--- src/rtl/modn_digit_counter.sv ---
// rtl/modn_digit_counter.sv - multi-digit modulo-N up/down counter with load and terminal count (optional MODCNT_MATCH_EN compare)
module modn_digit_counter #(
    parameter int  MODULUS = 10,
    parameter int  DIGITS  = 4,
    localparam int DW      = $clog2(MODULUS)
) (
    input  logic                 clk,
    input  logic                 rst,
    input  logic                 en,
    input  logic                 up_dn,
    input  logic                 load,
    input  logic [DIGITS*DW-1:0] load_val,
    output logic [DIGITS*DW-1:0] count,
    output logic                 tc,
    output logic                 load_err
`ifdef MODCNT_MATCH_EN
    ,
    input  logic [DIGITS*DW-1:0] match_val,
    output logic                 match
`endif
);

    // Largest legal digit, the constant one, and the modulus widened by a bit so
    // that a power-of-two modulus does not truncate to zero in the range check.
    localparam logic [DW-1:0] MAX_DIGIT = DW'(MODULUS - 1);
    localparam logic [DW-1:0] ONE       = DW'(1);
    localparam logic [DW:0]   MOD_W     = (DW + 1)'(MODULUS);

    logic [DIGITS*DW-1:0] count_q, count_d;
    logic                 tc_q, tc_d;
    logic                 load_err_q, load_err_d;

    // Per-digit scratch used while walking the ripple chain.
    logic [DW-1:0] dig;
    logic          at_edge;
    logic          step;

    // Next-state: load sanitises each digit; counting ripples a carry/borrow
    // from digit 0 upward, and a carry out of the top digit is the full wrap.
    always_comb begin
        count_d    = count_q;
        tc_d       = 1'b0;
        load_err_d = 1'b0;
        dig        = '0;
        at_edge    = 1'b0;
        step       = 1'b1;
        if (load) begin
            for (int k = 0; k < DIGITS; k++) begin
                dig = load_val[k*DW +: DW];
                if ({1'b0, dig} >= MOD_W) begin
                    count_d[k*DW +: DW] = '0;
                    load_err_d          = 1'b1;
                end else begin
                    count_d[k*DW +: DW] = dig;
                end
            end
        end else if (en) begin
            for (int k = 0; k < DIGITS; k++) begin
                dig = count_q[k*DW +: DW];
                if (up_dn) begin
                    at_edge = (dig == MAX_DIGIT);
                    if (step) begin
                        count_d[k*DW +: DW] = at_edge ? '0 : dig + ONE;
                    end
                end else begin
                    at_edge = (dig == '0);
                    if (step) begin
                        count_d[k*DW +: DW] = at_edge ? MAX_DIGIT : dig - ONE;
                    end
                end
                step = step & at_edge;
            end
            tc_d = step;
        end
    end

    // State registers; reset overrides load and count.
    always_ff @(posedge clk) begin
        if (rst) begin
            count_q    <= '0;
            tc_q       <= 1'b0;
            load_err_q <= 1'b0;
        end else begin
            count_q    <= count_d;
            tc_q       <= tc_d;
            load_err_q <= load_err_d;
        end
    end

    assign count    = count_q;
    assign tc       = tc_q;
    assign load_err = load_err_q;

`ifdef MODCNT_MATCH_EN
    logic match_q, match_d;

    // Compare against the value the count register is about to take, so the
    // registered flag lines up with the count it describes.
    always_comb begin
        match_d = (count_d == match_val);
    end

    // Match register, cleared by reset.
    always_ff @(posedge clk) begin
        if (rst) begin
            match_q <= 1'b0;
        end else begin
            match_q <= match_d;
        end
    end

    assign match = match_q;
`endif

endmodule

--- config.mk ---
export PLATFORM = sky130hd
export DESIGN_NAME = modn_digit_counter
export DESIGN_NICKNAME = d
export VERILOG_FILES = /design/src/rtl/modn_digit_counter.sv
export SDC_FILE = /design/constraint.sdc
export NUM_CORES = 1
export LEC_CHECK = 0
export ABC_AREA = 1
export ABC_CLOCK_PERIOD_IN_PS = 2300
export BUFFER_PORTS_ARGS = -buffer_cell sky130_fd_sc_hd__buf_2
export CAP_MARGIN = 20
export CORE_MARGIN = 10
export CORE_UTILIZATION = 57
export DETAILED_ROUTE_END_ITERATION = 10
export PLACE_DENSITY = 0.92
export SETUP_SLACK_MARGIN = 0.3
export SKIP_CTS_REPAIR_TIMING = 1
export SLEW_MARGIN = 25
export SYNTH_ARGS = -nofsm -noshare
export SYNTH_HDL_FRONTEND = slang
export SYNTH_SLANG_ARGS = --single-unit
--- constraint.sdc ---
create_clock -name clk -period 2.3 [get_ports clk]
set_input_delay 0.69 -clock clk [delete_from_list [all_inputs] [get_ports clk]]
set_output_delay 0.69 -clock clk [all_outputs]
set_load 0.005 [all_outputs]
==> flow_metrics.tcl, run 1 <==
set metrics [dict create \
    outcome "complete, no violations" \
    setup_viol 0 \
    cts_made_buffers 3 \
    final_cell_mix "nand2_1 (49), buf_2 (38), nor2_1 (33)" \
    track_usage 0.146 \
    overflow 0 \
    slew_headroom 0.705 \
    cts_buffer_depth 2 \
    peakVddDrop_mv 0.367 \
    max-cap-violations 0 \
    chipWidth_um 71.2 \
    grt_pass1_vias 1587 \
    gp_congestion 0.954 \
    post-route-min-period_ns 1.65 \
    r2r_end "count[11]" \
    hold_depth 2 \
    fp.dieArea_um2 5070 \
    cp_top_family "flip-flops" \
    required_ns 1.61 \
    critPathKind "reg2out" \
    finalHoldViolCount 0 \
    worstSetupStartpointType "flop" \
    hold_slack_ns 0.541 \
    firstDrtPassIters 4 \
    final_core_util 0.697 \
    ff2ff_setup_slack_ns 0.78 \
    finalSetupTns_ns 0 \
    p_per_area_nw_per_um2 470 \
    clk_latency_ns 0.29 \
    max_stage_delay_ns 0.50 \
    synth_simple_gate_area_share 0.392 \
    rsz0062_at_grt "no" \
    port_buffers 38 \
    grt_pass1_wl_mm 6.60 \
    hold_class "reg2reg" \
    drc 0 \
    synth.distinct_cells 29 \
    leakage_uw 0.000878 \
    drt_iter0_drc 109 \
    muxShareOfSynthArea 0 \
    hpwl_mm 3.11 \
    synth_compound_area_frac 0.232 \
    wl_per_cell_um 12.1 \
    cts_tree "done" \
    syn_area_per_cell_um2 5.91 \
    rows 18 \
    layout_commonest_cell "nand2_1" \
    synth_top_family_by_area "simple AND/OR/NAND/NOR gates" \
    ys_seq_area_frac 0.241 \
    final_layout_size_suffix_gt1_frac 0.237 \
    finalPower_uw 818 \
    yosys.area.top_type "dfxtp_1" \
    n_antenna_cell 0 \
    synth_cells 253 \
    syn_nets 274 \
    grt_max_degree 17 \
    worst_pin_slew_ns 0.438 \
    holdCritStartpoint "count[15]" \
    worst_setup_path_end_kind "output pin" \
    antenna_left 0 \
    worstPathArrival_ns 0.96 \
    path_max_fanout 7 \
    pin_count 39 \
    clk_pin_slew_ns 0.11 \
    worstReg2RegStart "count[0]" \
    die_h_um 71.2 \
    fin_crit_sh 0.718 \
    wl_mm 3.88 \
    clock-sinks 18 \
    initial_utilization 0.599 \
    fin_skew_ns 0.0115 \
    synth.yosys.warnings 0 \
    critPathSlowestCell "dfxtp_1" \
    crit_chain "buf_2" \
    fmax_ghz 0.605 \
    via_count 1743 \
    clockRootBuffer "clkbuf_4" \
    critPathBufInv 1 \
    synth_fa_ha_area_frac 0 \
    fin_nets 314 \
    drv_slew 0 \
    synth_area_um2 1500 \
    holdPathEnd "count[15]" \
    r2r_cells 8 \
    yosys.area_share.xor_xnor 0.0293 \
    area_delta_synth_final_pct 16.4 \
    synth_top_area_frac 0.241 \
    core-area_um2 2500 \
    h-tree-depth 1 \
    vias_per_cell 5.43 \
    ys_ff_latch 18 \
    synthTopCellsByArea "dfxtp_1 (24%), nand2_1 (12%), nand3_1 (10%)" \
    antenna_found_initial 0 \
    worst-path-stages 1 \
]
[sequential cells by signal, indices dropped and copies added, names as in the netlist]
register / cells
load_err: 1
tc: 1
count: 16
[per-stage QoR]
step,cell area [um2],instances,worst slack (ns)
2_1_floorplan,1500,253,0.647
3_3_place_gp,1720,318,0.461
3_5_place_dp,1720,318,0.436
4_1_cts,1740,321,0.645
5_1_grt,1740,321,0.609
6_report,1740,321,0.648
[layer usage]
layer	routed length, um	share of wire	up-vias	global-route usage
li1	-	-	909	-
met1	1820	0.47	777	0.178
met2	1770	0.46	53	0.242
met3	271	0.070	4	0.0386
met4	24	0.0062	0	0.0516
met5	0	0	-	0
[power breakdown]
part | internal, uW | switching [uW]
clock network | 60.8 | 95.7
logic | 115 | 175
registers | 335 | 36.1
total | 511 | 307
[logic make-up (layout without fill, tap and decap cells)]
kind of cell,count (synthesis),after routing
and+or+nand+nor,129,129
AOI/OAI and AO/OA,61,61
buffers and inverters,40,78
DFF,18,18
xor gates and xnor gates,5,5
[cell type report]
| class | instances | area (um2) |
|---|---|---|
| clock buffers | 3 | 22.5 |
| fillers | 228 | 758 |
| inverters | 33 | 124 |
| multi-input cells | 195 | 977 |
| flip-flops and latches | 18 | 360 |
| well taps | 30 | 37.5 |
| repair buffers | 42 | 220 |
[cells in the mapped netlist, drive strengths merged]
cell type  instances
o211a              1
inv               32
nor2              39
a211oi             1
a31oi              3
o21ai             31
o211ai             2
buf                4
clkbuf             3
clkinv             1
nand3             32
o22ai              1
dfxtp             18
nand2             57
nor4               1
xor2               5
a21oi             20
o31ai              2
[worst max path at each step]
stage	endpoint	from
after floorplan	count[12]	up_dn
after global placement	count[14]	up_dn
after global routing	count[2]	count[2]
final	count[2]	count[2]
after CTS	count[2]	count[2]
after detailed placement	count[14]	up_dn
(Power assumes the default switching activity.)
==> run 2: changes to the inputs <==
- ABC_CLOCK_PERIOD_IN_PS: 2300 -> 1500
- CORE_UTILIZATION: 57 -> 48
- PLACE_DENSITY: 0.92 -> 0.83
- clock period: 2.3 -> 1.5 ns (I/O delays scaled with it)
==> flow_metrics.tcl, run 2 (synthesis results as in run 1) <==
set metrics [dict create \
    outcome "complete, no violations" \
    drt_iter0_drc 200 \
    holdCritStartpoint "load_val[2]" \
    final_cell_area_um2 2150 \
    hold_depth 3 \
    core-area_um2 3030 \
    fmax_ghz 0.700 \
    postPlaceCellArea_um2 1860 \
    firstDrtPassIters 4 \
    leakage_uw 0.00102 \
    finalSetupTns_ns 0 \
    p_sw_frac 0.384 \
    worstPathArrival_ns 1.66 \
    grt_pass1_vias 1676 \
    cts_tree "done" \
    r2r_end "count[14]" \
    seqPwrFrac 0.404 \
    cts_made_buffers 3 \
    r2r_cells 10 \
    pin_count 39 \
    wl_per_cell_um 13.6 \
    worstReg2RegStart "count[7]" \
    n_antenna_cell 0 \
    worstSetupStartpointType "flop" \
    slew_headroom 0.758 \
    holdPathEnd "count[2]" \
    overflow 0 \
    drc 0 \
    fp.dieArea_um2 5750 \
    die_h_um 75.8 \
    rows 20 \
    power_frac_comb 0.411 \
    p_int_uw 882 \
    clockRootBuffer "clkbuf_4" \
    antenna_left 0 \
    fin_crit_sh 0.952 \
    path_max_fanout 6 \
    clock-sinks 18 \
    rsz0062_at_grt "yes" \
    worst_setup_path_end_kind "flop" \
    final_cell_mix "nand2_1 (45), nor2_1 (30), nand3_1 (30)" \
    fin_skew_ns 0.0208 \
    final_layout_size_suffix_gt1_frac 0.388 \
    power_frac_clock 0.186 \
    wl_mm 4.85 \
    ff2ff_setup_slack_ns 0.07 \
    p_per_area_nw_per_um2 667 \
    track_usage 0.159 \
    area_delta_synth_final_pct 43.6 \
    fin_nets 334 \
    chipWidth_um 75.8 \
    worst_pin_slew_ns 0.359 \
    switchingPower_uw 551 \
    vias_per_cell 5.31 \
    cts_buffer_depth 2 \
    hpwl_mm 3.49 \
    clk_latency_ns 0.31 \
    max-cap-violations 0 \
    largest_register_ffs 16 \
    peakVddDrop_mv 0.377 \
    grt_pass1_wl_mm 7.30 \
    gp_congestion 0.901 \
    hold_class "in2reg" \
    finalHoldViolCount 0 \
    initial_utilization 0.494 \
    antenna_found_initial 0 \
    critPathKind "reg2reg" \
    h-tree-depth 1 \
    layout_commonest_cell "nand2_1" \
    grt_max_degree 14 \
    clk_pin_slew_ns 0.12 \
    drv_slew 0 \
    post-route-min-period_ns 1.43 \
    required_ns 1.73 \
    setup_viol 0 \
    port_buffers 38 \
    via_count 1891 \
]
## run 2: changes by cell type in the layout (fill, tap and decap cells not counted), moves of 4 or more
cell     delta
buf_6      +15
dfxtp_1    -17
dfxtp_4    +14
buf_4      +19
nand2_1     -4
buf_2      -14
## run 2: final cells by class
cell class | instances | area (um2)
timing repair buffer | 62 | 462
clock buffer | 4 | 26.3
tap | 44 | 55.1
multi-input combinational | 195 | 1060
inverter | 33 | 133
fill | 261 | 880
sequential | 18 | 417
## run 2: power by group through the flow
| stage | Sequential (uW) | Combinational, uW | Clock, uW |
|---|---|---|---|
| detailed placement | 584 | 487 | 0 |
| CTS | 573 | 490 | 271 |
| floorplan | 579 | 327 | 0 |
| finish | 578 | 589 | 266 |
| global route | 588 | 650 | 295 |
| global placement | 584 | 480 | 0 |
## run 2: worst max-delay path, cell delays in order, from the launching register on
cell and delay [ns]:
dfxtp_4 0.39, inv_2 0.04, nor2_1 0.15, nand2_2 0.10
nand2_2 0.10, nand2_4 0.07, nor2_4 0.13, nand2_2 0.11
nor2_1 0.13, nor2_1 0.05, a21oi_1 0.10
## run 2: worst max path at each step
stage	slack (ns)	startpoint	endpoint
after floorplan	0.20	up_dn	count[12]
after global placement	0.04	up_dn	count[11]
after detailed placement	0.004	up_dn	count[10]
after CTS	0.08	count[1]	count[11]
after global routing	-0.04	count[7]	count[10]
final	0.07	count[7]	count[14]
## run 2: stage by stage
stage	hold slack, ns	utilization	total power, uW	setup WS (ns)	std cells
after floorplan	0.481	-	907	0.202	253
after global placement	0.491	0.613	1060	0.0447	343
after detailed placement	0.494	0.613	1070	0.00387	343
after CTS	0.418	0.621	1330	0.0781	347
after global routing	0.424	0.710	1530	-0.0364	356
final	0.415	0.710	1430	0.0713	356
## run 2: routing by layer
metal,global-route usage,share of wire,vias up
li1,-,-,953
met1,0.191,0.41,861
met2,0.275,0.50,65
met3,0.0352,0.071,12
met4,0.0495,0.021,0
met5,0,0,-
==> run 3: changes to the inputs <==
- CELL_PAD_IN_SITES_DETAIL_PLACEMENT: not set -> 1
- CELL_PAD_IN_SITES_GLOBAL_PLACEMENT: not set -> 2
- CORE_UTILIZATION: 48 -> 24
==> flow_metrics.tcl, run 3 (synthesis results as in run 1) <==
set metrics [dict create \
    holdPathEnd "count[1]" \
    track_usage 0.106 \
    required_ns 1.66 \
    rows 28 \
    post-route-min-period_ns 1.41 \
    firstDrtPassIters 4 \
    fillCellCount 795 \
    fin_crit_sh 0.940 \
    ff2ff_setup_slack_ns 0.09 \
    wl_per_cell_um 14.1 \
    grt_max_degree 14 \
    antenna_left 0 \
    hold_slack_ns 0.466 \
    worstSetupStartpointType "flop" \
    r2r_end "count[11]" \
    h-tree-depth 1 \
    grt_pass1_wl_mm 8.85 \
    cts_made_buffers 3 \
    drc 0 \
    setup_viol 0 \
    worst_setup_path_end_kind "flop" \
    power_frac_comb 0.380 \
    postPlaceCellArea_um2 1890 \
    vias_per_cell 4.74 \
    area_delta_synth_final_pct 44.2 \
    final_cell_area_um2 2160 \
    critPathKind "reg2reg" \
    rsz0062_at_grt "yes" \
    gp_congestion 0.799 \
    switchingPower_uw 574 \
    worstPathArrival_ns 1.57 \
    overflow 0 \
    final_cell_mix "nand2_1 (45), nand3_1 (30), buf_2 (29)" \
    power_frac_clock 0.238 \
    clk_pin_slew_ns 0.08 \
    clockRootBuffer "clkbuf_8" \
    cts_buffer_depth 2 \
    initial_utilization 0.250 \
    finalSetupTns_ns 0 \
    via_count 1829 \
    worstReg2RegStart "count[0]" \
    peakVddDrop_mv 0.237 \
    largest_register_ffs 16 \
    die_h_um 99.0 \
    fmax_ghz 0.709 \
    worst_pin_slew_ns 0.316 \
    leakage_uw 0.00102 \
    p_sw_frac 0.375 \
    seqPwrFrac 0.382 \
    wl_mm 5.44 \
    slew_headroom 0.789 \
    hold_class "in2reg" \
    drv_slew 0 \
    port_buffers 38 \
    clk_latency_ns 0.26 \
    antenna_found_initial 0 \
    max-cap-violations 0 \
    hold_depth 3 \
    outcome "complete, no violations" \
    p_per_area_nw_per_um2 708 \
    fin_nets 333 \
    r2r_cells 8 \
    fin_skew_ns 0.00691 \
    finalHoldViolCount 0 \
    core-area_um2 5990 \
    fp.dieArea_um2 9790 \
    cts_tree "done" \
    clock-sinks 18 \
    drt_iter0_drc 34 \
    grt_pass1_vias 1836 \
    path_max_fanout 7 \
    layout_commonest_cell "nand2_1" \
    final_layout_size_suffix_gt1_frac 0.383 \
    p_int_uw 954 \
    chipWidth_um 99.0 \
    n_antenna_cell 0 \
    holdCritStartpoint "load_val[1]" \
    hpwl_mm 4.43 \
    pin_count 39 \
]
run 3: cell types whose count changed in the layout (fill, tap and decap cells not counted), sizes merged:
| cell | delta |
|---|---|
| buf | -1 |
| clkbuf | -1 |
| clkinv | +1 |
run 3: worst max path at each step:
stage          startpoint   endpoint  slack, ns  cells after the start
2_1_floorplan       up_dn  count[12]       0.20                     11
3_3_place_gp        up_dn  count[12]       0.02                     10
3_5_place_dp        up_dn  count[12]      -0.07                     10
4_1_cts          count[8]  count[12]      0.002                     10
5_1_grt         count[11]  count[12]     -0.006                      9
6_report         count[0]  count[11]       0.09                      8
run 3: cell type report:
type / instances / area (um2) / share of cell area
Timing Repair Buffer: 61 / 427 / 0.198
Clock inverter: 1 / 3.75 / 0.00174
Clock buffer: 3 / 41.3 / 0.0191
Sequential cell: 18 / 404 / 0.187
Multi-Input combinational cell: 195 / 1060 / 0.490
Tap cell: 75 / 93.8 / 0.0435
Inverter: 33 / 130 / 0.0603
run 3: per-stage QoR:
stage / total power [uW] / utilization / setup slack [ns] / std cells
final: 1530 / 0.360 / 0.0896 / 386
after global routing: 1640 / 0.360 / -0.00642 / 386
after CTS: 1460 / 0.324 / 0.00244 / 378
after detailed placement: 1100 / 0.316 / -0.0716 / 374
after global placement: 1090 / 0.316 / 0.0231 / 374
after floorplan: 907 / - / 0.202 / 253
run 3: layer usage:
layer / routed length (um) / track usage / vias up
met4: 47 / 0.0198 / 0
li1: - / - / 946
met2: 2570 / 0.171 / 31
met1: 2560 / 0.137 / 846
met3: 254 / 0.0321 / 6
met5: 0 / 0 / -
run 3: critical path, cell delays in order, from the launching register on:
cell	delay, ns
dfxtp_4	0.38
nor2_4	0.16
nand2_4	0.08
nand2_4	0.08
nand3_4	0.09
o21ai_4	0.25
nand2_2	0.09
a21oi_2	0.11
nor2_1	0.04
run 3: power by group through the flow:
stage	combinational, uW	sequential, uW	clock, uW
2_1_floorplan	327	579	0
3_3_place_gp	498	588	0
3_5_place_dp	508	588	0
4_1_cts	511	578	377
5_1_grt	656	592	393
6_report	581	583	364
